--- config.mk ---
export PLATFORM = sky130hd
export DESIGN_NAME = alu_share_arb
export DESIGN_NICKNAME = d
export VERILOG_FILES = /design/src/rtl/otter_alu_defs_pkg.sv /design/src/rtl/riscv_alu.sv /design/src/rtl/alu_share_arb.sv
export SDC_FILE = /design/constraint.sdc
export NUM_CORES = 1
export LEC_CHECK = 0
export CAP_MARGIN = 15
export CORE_AREA = 10 10 217 219
export CTS_CLUSTER_DIAMETER = 30
export DETAILED_ROUTE_END_ITERATION = 10
export DIE_AREA = 0 0 227 229
export PLACE_DENSITY_LB_ADDON = 0.15
export SLEW_MARGIN = 20
export SYNTH_ARGS = -nofsm -noshare
export SYNTH_HDL_FRONTEND = slang
export SYNTH_SLANG_ARGS = --single-unit
--- constraint.sdc ---
create_clock -name clk -period 13.7 [get_ports clk]
set_clock_uncertainty 0.1 [all_clocks]
set_input_delay 2.055 -clock clk [delete_from_list [all_inputs] [get_ports clk]]
set_output_delay 2.055 -clock clk [all_outputs]
set_load 0.1 [all_outputs]
--- src/rtl/otter_alu_defs_pkg.sv ---
// Shared OTTER ALU definitions: operand width, alu_fun codes and the
// illegal-code set used by the optional checker (ALU_ILLEGAL_CHK_EN).
package otter_alu_defs;

    localparam int WIDTH = 32;

    localparam logic [3:0] ALU_ADD  = 4'd0;
    localparam logic [3:0] ALU_SLL  = 4'd1;
    localparam logic [3:0] ALU_SLT  = 4'd2;
    localparam logic [3:0] ALU_SLTU = 4'd3;
    localparam logic [3:0] ALU_XOR  = 4'd4;
    localparam logic [3:0] ALU_SRL  = 4'd5;
    localparam logic [3:0] ALU_OR   = 4'd6;
    localparam logic [3:0] ALU_AND  = 4'd7;
    localparam logic [3:0] ALU_SUB  = 4'd8;
    localparam logic [3:0] ALU_LUI  = 4'd9;
    localparam logic [3:0] ALU_SRA  = 4'd13;

    // Codes with no defined operation: 10, 11, 12, 14, 15
    function automatic logic is_illegal(input logic [3:0] fun);
        return (fun == 4'd10) || (fun == 4'd11) || (fun == 4'd12) ||
               (fun == 4'd14) || (fun == 4'd15);
    endfunction

endpackage

--- src/rtl/riscv_alu.sv ---
// OTTER ALU: purely combinational, shift amount taken from srcB[4:0].
module riscv_alu
    import otter_alu_defs::*;
(
    input  logic [3:0]       alu_fun,
    input  logic [WIDTH-1:0] srcA,
    input  logic [WIDTH-1:0] srcB,
    output logic [WIDTH-1:0] result
);

    // Operation select; undefined codes produce 0
    always_comb begin
        result = '0;
        case (alu_fun)
            ALU_ADD:  result = srcA + srcB;
            ALU_SLL:  result = srcA << srcB[4:0];
            ALU_SLT:  result = {{(WIDTH-1){1'b0}}, $signed(srcA) < $signed(srcB)};
            ALU_SLTU: result = {{(WIDTH-1){1'b0}}, srcA < srcB};
            ALU_XOR:  result = srcA ^ srcB;
            ALU_SRL:  result = srcA >> srcB[4:0];
            ALU_OR:   result = srcA | srcB;
            ALU_AND:  result = srcA & srcB;
            ALU_SUB:  result = srcA - srcB;
            ALU_LUI:  result = srcA;
            ALU_SRA:  result = $unsigned($signed(srcA) >>> srcB[4:0]);
            default:  result = '0;
        endcase
    end

endmodule

--- src/rtl/alu_share_arb.sv ---
// Two-port round-robin arbiter time-sharing a single riscv_alu.
// Each port owns a registered result slot with valid/ready backpressure;
// a slot may be refilled in the same cycle it drains.
// Optional: ALU_ILLEGAL_CHK_EN adds rsp0_err/rsp1_err and zeroes the
// result of undefined alu_fun codes.
module alu_share_arb
    import otter_alu_defs::*;
#(
    parameter bit PRIO_INIT = 1'b0,
    parameter int WIDTH     = otter_alu_defs::WIDTH
) (
    input  logic             clk,
    input  logic             rst,
    input  logic             req0_valid,
    output logic             req0_ready,
    input  logic [3:0]       req0_fun,
    input  logic [WIDTH-1:0] req0_a,
    input  logic [WIDTH-1:0] req0_b,
    output logic             rsp0_valid,
    input  logic             rsp0_ready,
    output logic [WIDTH-1:0] rsp0_result,
`ifdef ALU_ILLEGAL_CHK_EN
    output logic             rsp0_err,
    output logic             rsp1_err,
`endif
    input  logic             req1_valid,
    output logic             req1_ready,
    input  logic [3:0]       req1_fun,
    input  logic [WIDTH-1:0] req1_a,
    input  logic [WIDTH-1:0] req1_b,
    output logic             rsp1_valid,
    input  logic             rsp1_ready,
    output logic [WIDTH-1:0] rsp1_result
);

    logic                  last_grant;
    logic [1:0]            elig, grant, rsp_valid_q, rsp_rdy;
    logic [1:0][WIDTH-1:0] rsp_result_q;
    logic [3:0]            alu_fun;
    logic [WIDTH-1:0]      alu_a, alu_b, alu_y, slot_d;
    logic                  slot_err;

    assign rsp_rdy = {rsp1_ready, rsp0_ready};

    // A port competes only when its slot is empty or being drained this cycle
    assign elig = {req1_valid, req0_valid} & (~rsp_valid_q | rsp_rdy) & {2{~rst}};

    // Round-robin: on contention, the port not granted last time wins
    always_comb begin
        grant = 2'b00;
        case (elig)
            2'b01:   grant = 2'b01;
            2'b10:   grant = 2'b10;
            2'b11:   grant = last_grant ? 2'b01 : 2'b10;
            default: grant = 2'b00;
        endcase
    end

    assign req0_ready = grant[0];
    assign req1_ready = grant[1];

    // Granted port drives the ALU; idle cycles present all-zero operands
    always_comb begin
        alu_fun = '0;
        alu_a   = '0;
        alu_b   = '0;
        if (grant[0]) begin
            alu_fun = req0_fun;
            alu_a   = req0_a;
            alu_b   = req0_b;
        end else if (grant[1]) begin
            alu_fun = req1_fun;
            alu_a   = req1_a;
            alu_b   = req1_b;
        end
    end

    riscv_alu u_alu (
        .alu_fun (alu_fun),
        .srcA    (alu_a),
        .srcB    (alu_b),
        .result  (alu_y)
    );

`ifdef ALU_ILLEGAL_CHK_EN
    assign slot_err = is_illegal(alu_fun);
    assign slot_d   = slot_err ? '0 : alu_y;
`else
    assign slot_err = 1'b0;
    assign slot_d   = alu_y;
`endif

    // Grant history; initialised so PRIO_INIT wins the first tie
    always_ff @(posedge clk) begin
        if (rst)
            last_grant <= ~PRIO_INIT;
        else if (|grant)
            last_grant <= grant[1];
    end

    // Result slots: load on grant, else clear valid on consume, else hold
    logic [1:0] rsp_err_q;
    always_ff @(posedge clk) begin
        if (rst) begin
            rsp_valid_q  <= '0;
            rsp_result_q <= '0;
            rsp_err_q    <= '0;
        end else begin
            for (int p = 0; p < 2; p++) begin
                if (grant[p]) begin
                    rsp_valid_q[p]  <= 1'b1;
                    rsp_result_q[p] <= slot_d;
                    rsp_err_q[p]    <= slot_err;
                end else if (rsp_rdy[p] && rsp_valid_q[p]) begin
                    rsp_valid_q[p]  <= 1'b0;
                end
            end
        end
    end

    assign rsp0_valid  = rsp_valid_q[0];
    assign rsp1_valid  = rsp_valid_q[1];
    assign rsp0_result = rsp_result_q[0];
    assign rsp1_result = rsp_result_q[1];
`ifdef ALU_ILLEGAL_CHK_EN
    assign rsp0_err    = rsp_err_q[0];
    assign rsp1_err    = rsp_err_q[1];
`else
    logic unused_err;
    assign unused_err  = ^rsp_err_q;
`endif

endmodule

==> results by group, run 1 <==
Power
  • Comb pwr share: 67.1%
  • Clock power share: 16.5%
  • Leakage Power: 0.00585 uW
  • Register share of total power: 16.3%
  • Peak VDD IR: 60.1 uV
  • Net Sw Power: 767 uW
  • Sw Share: 54.5%
  • P_int: 639 uW
  • PwrDens: 91.1 nW/um^2

Synthesis
  • Yosys reg bits: 67
  • Post-synth EDFFs: 0
  • Syn nets: 1970
  • Syn Area/Cell: 7.33 sq um
  • Most frequent cell after synthesis: a21oi_1
  • Synth unique cells: 91
  • Yosys Warn Count: 0
  • Top post-synthesis cells by area: mux2i_1, dfxtp_1, ha_1, a21oi_1, o21ai_0
  • Mapped cell area: 12700 sq um
  • Mapped Cells: 1729
  • Yosys top cell area share: 12.1%
  • Sequential-to-total area share from yosys stat: 10.6%
  • Yosys top cell by area: mux2i_1
  • Primary FF master, synth: dfxtp_1
  • Post-synth top cells: a21oi_1, mux2i_1, nor2_1, nand2_1, o21ai_0
  • FFs w/ async S/R, synth: 0%

STA
  • Slew HR: 24.3%
  • Fin crit period: 8.51 ns
  • Setup-failing EPs final: 0
  • Worst-Margin Slew: 1.13 ns
  • Final Max Slew Viols: 0
  • Worst hold slack: 0.357 ns
  • Achievable frequency: 0.118 GHz
  • RSZ-0062 raised after global routing: false
  • Period utilization: 62.1%
  • Setup tns final: 0 ns
  • Fin. Hold Viols: 0
  • Final WS setup: 5.19 ns

Routing
  • Detailed-route wire length: 74400 um
  • DRC: 0
  • Uppermost layer routed: met4
  • Wire per inst: 30.9 um
  • Wl on met1: 32000 um
  • Starting DRC count in detailed routing: 2117
  • WL met3: 5890 um
  • DR pass1 iterations: 6
  • Via Count: 15294
  • Met2 wire length: 33300 um
  • Vias per cell: 6.35
  • Final ANT Viol Nets: 0

Place
  • Gpl congestion: 1.00
  • Pre-CTS setup slack: 4.93 ns
  • Final HPWL DP: 59100 um
  • I/O Buffers: 209

Setup path
  • Worst Path Required: 13.79 ns
  • Worst path slowest cell: a221oi_1
  • Critical path's largest stage delay: 0.78 ns
  • Critical path class: in -> reg
  • Worst Path Max Fanout: 54
  • Sequence of cells on the critical path: clkdlybuf4s50_1 > nand2b_4 > a311o_2 > buf_4 > inv_4 > a32oi_4 > buf_4 > inv_4 > fa_1 > nand2b_1 > a221oi_1 > o31ai_1 > a31oi_1 > a221oi_1 > o31ai_1 > a221o_1 > and3_1 > nor4_1 > a21oi_1
  • Setup crit end kind: register
  • WP data arrival: 8.60 ns
  • Startpoint type of the worst setup path: input pin

CTS
  • Post-CTS Hold Buffers: 0
  • CTS tree: done
  • CTS Buf Count: 9
  • Root Driver: clkbuf_16
  • Deepest clock path buffer count: 2
  • Worst skew pair latency: 0.33 ns
  • Cts repair resizes: 0
  • Clk sink count: 67
  • Number of H-tree levels: 3
  • Postcts setup bufs: 0
  • Clk slew on worst S/H paths: 0.06 ns

Global routing
  • Grt ovf: 0
  • Pin count of the biggest net entering global routing: 68
  • Initial antenna violation count: 1
  • Tot GR Track Use: 27.3%
  • First-pass GRT wire length: 106000 um
  • Vias in the first global route: 14532

Final layout
  • Share of layout cells above drive strength 1: 8.16%
  • Final #Nets: 2098
  • Layout area overhead: 21.8%

Floorplan
  • Top-level port count: 210
  • Site Rows: 76
  • Core area: 42700 sq um
  • Die span in x: 227 um
  • Chip height: 229 um
  • Initial core utilization: 29.7%
  • Die area: 52000 sq um

Min path
  • HP Class: reg -> reg

Run
  • MaxCap Viol Count: 0

Outcome
  • Outcome: completed
sequential cells by signal, indices dropped and copies added (netlist names):
signal       cells
rsp0_result     32
last_grant       1
rsp_valid_q      2
rsp1_result     32
per-layer routing:
metal	track usage, %	vias up
met3	3.82	122
li1	-	6864
met2	42.7	809
met4	10.3	0
met5	0	-
met1	37.1	7499
per-stage QoR:
stage	util (%)	cell area, sq um	total power (uW)	instances
after floorplan	-	12700	835	1729
after global placement	35.4	15100	1160	2392
after detailed placement	35.4	15100	1150	2392
after CTS	36.1	15400	1390	2408
after global routing	36.1	15400	1460	2408
final	36.1	15400	1410	2410
worst paths after layout:
path	start	to	slack, ns	cells after the start
max reg2reg	rsp_valid_q[1]$_SDFFE_PP0P_	rsp0_result[26]$_SDFFE_PP0P_	7.15	18
min reg2reg	rsp1_result[17]$_SDFFE_PP0N_	rsp1_result[17]$_SDFFE_PP0N_	0.36	2
min	rsp1_result[17]$_SDFFE_PP0N_	rsp1_result[17]$_SDFFE_PP0N_	0.36	2
max	rst	rsp0_result[26]$_SDFFE_PP0P_	5.19	19
critical path: cells and delay by family:
kind	cells	cell delay (ns)
buffers and inverters	5	2.41
adders and majority gates	1	0.57
AOI/OAI and AO/OA	9	2.64
and+or+nand+nor	4	0.88
power groups by stage:
stage | combinational, uW | sequential [uW] | clock (uW)
floorplan | 454 | 381 | 0
global placement | 925 | 234 | 0
detailed placement | 921 | 234 | 0
CTS | 924 | 230 | 238
global route | 985 | 232 | 247
finish | 944 | 230 | 232
cell usage in the layout (no fill, tap or decap), types with 10 or more instances in the layout:
master           instances
o221ai_1                18
nand4_1                 15
inv_1                   91
mux2i_1                153
mux2_2                  10
buf_4                   50
o22ai_1                 26
nor4_1                  13
nand3_1                 71
nor2b_1                 14
a22o_1                  34
a211oi_1                23
nand2_1                114
nor3_1                  41
clkdlybuf4s50_1        209
ha_1                    98
a221oi_1                19
a22oi_1                 12
a21o_1                  13
xnor2_1                 16
a221o_1                 12
a32oi_2                 20
o21ai_1                 37
dfxtp_1                 67
o21ai_0                107
o21bai_1                17
nand2b_1                12
o211ai_1                21
nor2_1                 129
a32oi_1                 12
a21oi_1                171
a31oi_1                 35
layout make-up:
| type | instances | area, sq um |
|---|---|---|
| timing repair buffer | 259 | 2470 |
| clock inverter | 6 | 63.8 |
| fill | 4553 | 27300 |
| antenna | 2 | 5.00 |
| sequential | 67 | 1340 |
| inverter | 102 | 390 |
| multi-input combinational | 1418 | 10200 |
| clock buffer | 10 | 239 |
| tap | 546 | 683 |
logic make-up after synthesis:
family / count (synthesis) / synth area share [%]
AO/OA/AOI/OAI: 684 / 39.0
XOR/XNOR: 16 / 1.11
adder cells (fa/ha/maj): 99 / 9.84
buffers and inverters: 244 / 8.84
flip-flops: 67 / 10.6
multiplexers: 166 / 13.3
AND/OR/NAND/NOR: 453 / 17.3
No activity file was read; power rests on OpenSTA's default activity.
==> run 2: changes to the inputs <==
==> constraint.sdc (replaced) <==
create_clock -name clk -period 7.1 [get_ports clk]
set_clock_uncertainty 0.1 [all_clocks]
set_input_delay 1.065 -clock clk [delete_from_list [all_inputs] [get_ports clk]]
set_output_delay 1.065 -clock clk [all_outputs]
set_load 0.1 [all_outputs]
==> results by group, run 2 (synthesis gave the netlist of run 1 again) <==
STA
  • Worst hold slack: 0.362 ns (+0.00527 ns)
  • Final Max Slew Viols: 0 (unchanged)
  • Fin. Hold Viols: 0 (unchanged)
  • Slew HR: 16.4% (-7.9 points)
  • Setup tns final: 0 ns (unchanged)
  • RSZ-0062 raised after global routing: false
  • Period utilization: 91.1%
  • Worst-Margin Slew: 1.24 ns (+0.120 ns)
  • Setup-failing EPs final: 0 (unchanged)
  • Achievable frequency: 0.155 GHz
  • Fin crit period: 6.47 ns

Final layout
  • Share of layout cells above drive strength 1: 10.4% (+2.3 points)
  • Most frequent cells in the layout: clkdlybuf4s50_1, a21oi_1, mux2i_1, nor2_1, nand2_1
  • Post-route insts no fill: 2455 (+1.9%)
  • Fillers: 4558 (+0.11%)
  • Layout area overhead: 25.1%
  • Most common cell after layout, fill and taps aside: clkdlybuf4s50_1
  • Final #Nets: 2144 (+2.2%)
  • Post-layout util: 37.1% (+1.0 points)

Floorplan
  • Chip height: 229 um (unchanged)
  • Die area: 52000 sq um (unchanged)
  • Die span in x: 227 um (unchanged)
  • Initial core utilization: 29.7% (unchanged)
  • Site Rows: 76 (unchanged)
  • Top-level port count: 210 (unchanged)
  • Core area: 42700 sq um (unchanged)

Routing
  • Via Count: 15703 (+2.7%)
  • Final ANT Viol Nets: 0 (unchanged)
  • DR pass1 iterations: 6 (unchanged)
  • Vias per cell: 6.40 (+0.79%)
  • Detailed-route wire length: 80900 um (+8.7%)
  • Starting DRC count in detailed routing: 1947 (-8.0%)
  • DRC: 0 (unchanged)
  • Wire per inst: 32.9 um (+6.7%)

Setup path
  • Startpoint type of the worst setup path: input pin
  • WP data arrival: 6.56 ns (-2.04 ns)
  • Worst Path Max Fanout: 21 (-61%)
  • Worst Path Required: 7.20 ns (-6.59 ns)
  • Setup crit end kind: register
  • Critical path class: in -> reg

Place
  • Gpl congestion: 1.02 (+1.9%)
  • Placed instance count: 2438 (+1.9%)
  • Final HPWL DP: 65800 um (+11%)
  • I/O Buffers: 209 (unchanged)

Power
  • Total power: 2920 uW (+110%)
  • PwrDens: 184 nW/um^2 (+100%)
  • Peak VDD IR: 122 uV (+100%)
  • Leakage Power: 0.00611 uW (+4.4%)

CTS
  • Post-CTS Hold Buffers: 0 (unchanged)
  • Cts repair resizes: 0 (unchanged)
  • Root Driver: clkbuf_16
  • Deepest clock path buffer count: 2 (unchanged)
  • Worst skew pair latency: 0.34 ns (about the same)
  • CTS Buf Count: 9 (unchanged)
  • Number of H-tree levels: 3 (unchanged)
  • Clk slew on worst S/H paths: 0.06 ns (about the same)
  • Clk sink count: 67 (unchanged)
  • Postcts setup bufs: 0 (unchanged)
  • CTS tree: done

Global routing
  • Pin count of the biggest net entering global routing: 63 (-7.4%)
  • First-pass GRT wire length: 114000 um (+7.7%)
  • Tot GR Track Use: 30.0% (+2.7 points)
  • Grt ovf: 0 (unchanged)
  • Initial antenna violation count: 3 (+2)
  • Vias in the first global route: 14931 (+2.7%)

Outcome
  • Outcome: completed

Run
  • MaxCap Viol Count: 0 (unchanged)

Min path
  • HP Class: reg -> reg
-- run 2: changes by cell type in the layout (fill, tap and decap cells not counted), sizes merged --
cell           before  now
buf                50   97
bufinv              1    4
clkdlybuf4s50     209  208
clkinv              2    1
clkinvlp            2    1
diode               2    1
inv               103  102
-- run 2: final timing paths --
path | from | to | slack (ns) | cells after the start
worst max register to register | rsp_valid_q[1]$_SDFFE_PP0P_ | rsp0_result[30]$_SDFFE_PP0P_ | 1.54 | 15
worst min register to register | rsp1_result[12]$_SDFFE_PP0N_ | rsp1_result[12]$_SDFFE_PP0N_ | 0.36 | 2
worst max-delay path | rst | rsp0_result[30]$_SDFFE_PP0P_ | 0.63 | 16
worst min-delay path | rsp1_result[12]$_SDFFE_PP0N_ | rsp1_result[12]$_SDFFE_PP0N_ | 0.36 | 2
-- run 2: routing by layer --
layer / track usage (%) / up-vias / share of wire (%)
met3: 3.63 / 116 / 7.4
met2: 45.6 / 792 / 44
met4: 10.2 / 2 / 3.9
met5: 0 / - / 0.016
li1: - / 6943 / -
met1: 42.7 / 7850 / 45
-- run 2: worst max-delay path, cell delays in order --
cell and delay, ns:
clkdlybuf4s50_1 0.54, nand2b_4 0.22, o311a_4 0.48, a32oi_2 0.45, inv_1 0.11, ha_1 0.55
nor2_1 0.13, a2111oi_0 0.64, o41ai_1 0.20, a21oi_1 0.31, a211o_1 0.29, a31oi_2 0.17
a311oi_1 0.67, o221ai_1 0.21, a211oi_1 0.36, a21oi_1 0.12
-- run 2: where the power goes --
group	total, uW	switching, uW	internal (uW)
clock	561	173	389
sequential	442	24.3	418
combinational	1910	1340	570
total	2920	1540	1380
-- run 2: area by class of cell --
class,instances,area [sq um],share of cell area (%)
multi-input combinational,1418,10200,64.6
timing repair buffer,305,2820,17.8
sequential,67,1340,8.46
tap,546,683,4.31
inverter,102,390,2.46
clock buffer,10,239,1.51
clock inverter,6,136,0.861
antenna,1,2.50,0.0158
-- run 2: metrics by stage --
step	setup slack (ns)	instance area, sq um
5_1_grt	0.373	15800
3_5_place_dp	0.408	15500
4_1_cts	0.693	15800
2_1_floorplan	0.811	12700
6_report	0.634	15800
3_3_place_gp	0.492	15500
==> run 3: changes to the inputs <==
--- a/config.mk
+++ b/config.mk
@@ -6,10 +6,10 @@
 export NUM_CORES = 1
 export LEC_CHECK = 0
 export CAP_MARGIN = 15
-export CORE_AREA = 10 10 217 219
+export CORE_AREA = 10 10 185 257
 export CTS_CLUSTER_DIAMETER = 30
 export DETAILED_ROUTE_END_ITERATION = 10
-export DIE_AREA = 0 0 227 229
+export DIE_AREA = 0 0 195 267
 export PLACE_DENSITY_LB_ADDON = 0.15
 export SLEW_MARGIN = 20
 export SYNTH_ARGS = -nofsm -noshare
==> results by group, run 3 (synthesis gave the netlist of run 1 again) <==
Global routing
  • Initial antenna violation count: 1 (-2)
  • Tot GR Track Use: 28.2% (-1.8 points)
  • First-pass GRT wire length: 110000 um (-3.5%)
  • Vias in the first global route: 15361 (+2.9%)
  • Grt ovf: 0 (unchanged)
  • Pin count of the biggest net entering global routing: 67 (+6.3%)

CTS
  • Number of H-tree levels: 3 (unchanged)
  • CTS Buf Count: 9 (unchanged)
  • Root Driver: clkbuf_16
  • CTS tree: done
  • Clk sink count: 67 (unchanged)
  • Deepest clock path buffer count: 2 (unchanged)
  • Clk slew on worst S/H paths: 0.07 ns (about the same)
  • Worst skew pair latency: 0.34 ns (about the same)
  • Cts repair resizes: 0 (unchanged)
  • Post-CTS Hold Buffers: 0 (unchanged)
  • Postcts setup bufs: 0 (unchanged)

Final layout
  • Most common cell after layout, fill and taps aside: clkdlybuf4s50_1
  • Final #Nets: 2136 (-0.37%)
  • Layout area overhead: 24.1%
  • Share of layout cells above drive strength 1: 10.1% (-0.38 points)
  • Most frequent cells in the layout: clkdlybuf4s50_1, a21oi_1, mux2i_1, nor2_1, nand2_1

Setup path
  • WP data arrival: 6.39 ns (-0.17 ns)
  • Worst Path Max Fanout: 20 (-4.8%)
  • Sequence of cells on the critical path: clkdlybuf4s50_1 > nor2b_1 > o311a_4 > buf_4 > a32oi_2 > inv_1 > ha_1 > and4_1 > nor2b_1 > inv_1 > nor3_1 > o211ai_1 > a211o_1 > and2_1 > mux2i_1 > a211oi_1 > a31oi_1
  • Cell family with most CP delay: compound AO/OA/AOI/OAI gates
  • Critical path buffers and inverters: 4 (+2)
  • Worst path slowest cell: ha_1
  • Reg2Reg Setup Slack: 1.60 ns (+0.06 ns)
  • Startpoint type of the worst setup path: input pin
  • Critical path class: in -> reg
  • Worst Path Required: 7.20 ns (about the same)
  • Setup crit end kind: register
  • Critical path's largest stage delay: 0.57 ns (-0.10 ns)

STA
  • Period utilization: 88.6% (-2.5 points)
  • Slew HR: 27.1% (+11 points)
  • Fin. Hold Viols: 0 (unchanged)
  • Setup-failing EPs final: 0 (unchanged)
  • Worst-Margin Slew: 1.09 ns (-0.151 ns)
  • Fin crit period: 6.29 ns (-0.176 ns)
  • RSZ-0062 raised after global routing: false
  • Final WS setup: 0.811 ns (+0.176 ns)
  • Setup tns final: 0 ns (unchanged)
  • Final Max Slew Viols: 0 (unchanged)
  • Achievable frequency: 0.159 GHz (+2.8%)

Routing
  • Wire per inst: 31.5 um (-4.5%)
  • Vias per cell: 6.29 (-1.7%)
  • Detailed-route wire length: 77200 um (-4.5%)
  • DRC: 0 (unchanged)
  • Via Count: 15418 (-1.8%)
  • Starting DRC count in detailed routing: 1622 (-17%)
  • DR pass1 iterations: 9 (+3)
  • Final ANT Viol Nets: 0 (unchanged)

Run
  • MaxCap Viol Count: 0 (unchanged)

Outcome
  • Outcome: completed

Floorplan
  • Initial core utilization: 29.6% (-0.066 points)
  • Chip height: 267 um (+17%)
  • Top-level port count: 210 (unchanged)
  • Site Rows: 90 (+18%)
  • Die span in x: 195 um (-14%)
  • Core area: 42800 sq um (+0.22%)
  • Die area: 52100 sq um (+0.16%)

Power
  • Peak VDD IR: 114 uV (-6.1%)
  • Leakage Power: 0.00603 uW (-1.3%)
  • PwrDens: 175 nW/um^2 (-4.7%)

Place
  • Gpl congestion: 1.06 (+3.8%)
  • I/O Buffers: 209 (unchanged)
  • Pre-CTS setup slack: 0.485 ns (+0.0768 ns)
  • Final HPWL DP: 62500 um (-5.1%)

Min path
  • HP Class: reg -> reg
[run 3: cell count changes in the layout (fill, tap and decap cells not counted), sizes merged]
cell	delta
buf	-8
bufinv	-3
clkbuf	-1
clkinv	-1
clkinvlp	+1
inv	+4
[run 3: layout make-up]
class | instances | area, sq um
well taps | 552 | 691
multi-input cells | 1418 | 10200
flip-flops and latches | 67 | 1340
diodes | 1 | 2.50
clock buffers | 9 | 225
fillers | 4604 | 27100
repair buffers | 297 | 2750
clock inverters | 7 | 82.6
inverters | 102 | 390
[run 3: final timing paths]
check | to | startpoint | depth (start not counted)
setup / recovery | rsp0_result[29]$_SDFFE_PP0P_ | rsp1_ready | 17
hold / removal | rsp1_result[5]$_SDFFE_PP0N_ | rsp1_result[5]$_SDFFE_PP0N_ | 2
setup reg to reg | rsp0_result[29]$_SDFFE_PP0P_ | rsp_valid_q[1]$_SDFFE_PP0P_ | 16
hold reg to reg | rsp1_result[5]$_SDFFE_PP0N_ | rsp1_result[5]$_SDFFE_PP0N_ | 2
[run 3: power by group]
| group | leakage (uW) | switching [uW] | total [uW] | internal, uW |
|---|---|---|---|---|
| sequential | 0.000552 | 21.0 | 439 | 418 |
| clock | 0.000145 | 184 | 462 | 278 |
| combinational | 0.00534 | 1300 | 1850 | 558 |
[run 3: worst min-delay path: cells and delay by family (launching register included)]
kind            cells  cell delay (ns)
simple gates        1             0.06
compound gates      1             0.05
flops               1             0.30
[run 3: per-layer routing]
layer | routed length, um | part of all wire, % | global-route usage [%] | vias up
li1 | - | - | - | 6943
met1 | 29200 | 38 | 31.2 | 7406
met2 | 36400 | 47 | 47.7 | 818
met3 | 4750 | 6.2 | 4.32 | 251
met4 | 6790 | 8.8 | 21.5 | 0
met5 | 0 | 0 | 0 | -
[run 3: metrics by stage]
step	total power (uW)	instance area, sq um	utilization, %	hold WS [ns]	instances
after floorplan	1610	12700	-	0.425	1729
after global placement	2260	15400	36.0	0.348	2436
after detailed placement	2260	15400	36.0	0.354	2436
after CTS	2730	15700	36.7	0.361	2452
after global routing	2860	15700	36.7	0.381	2452
final	2750	15700	36.7	0.358	2453
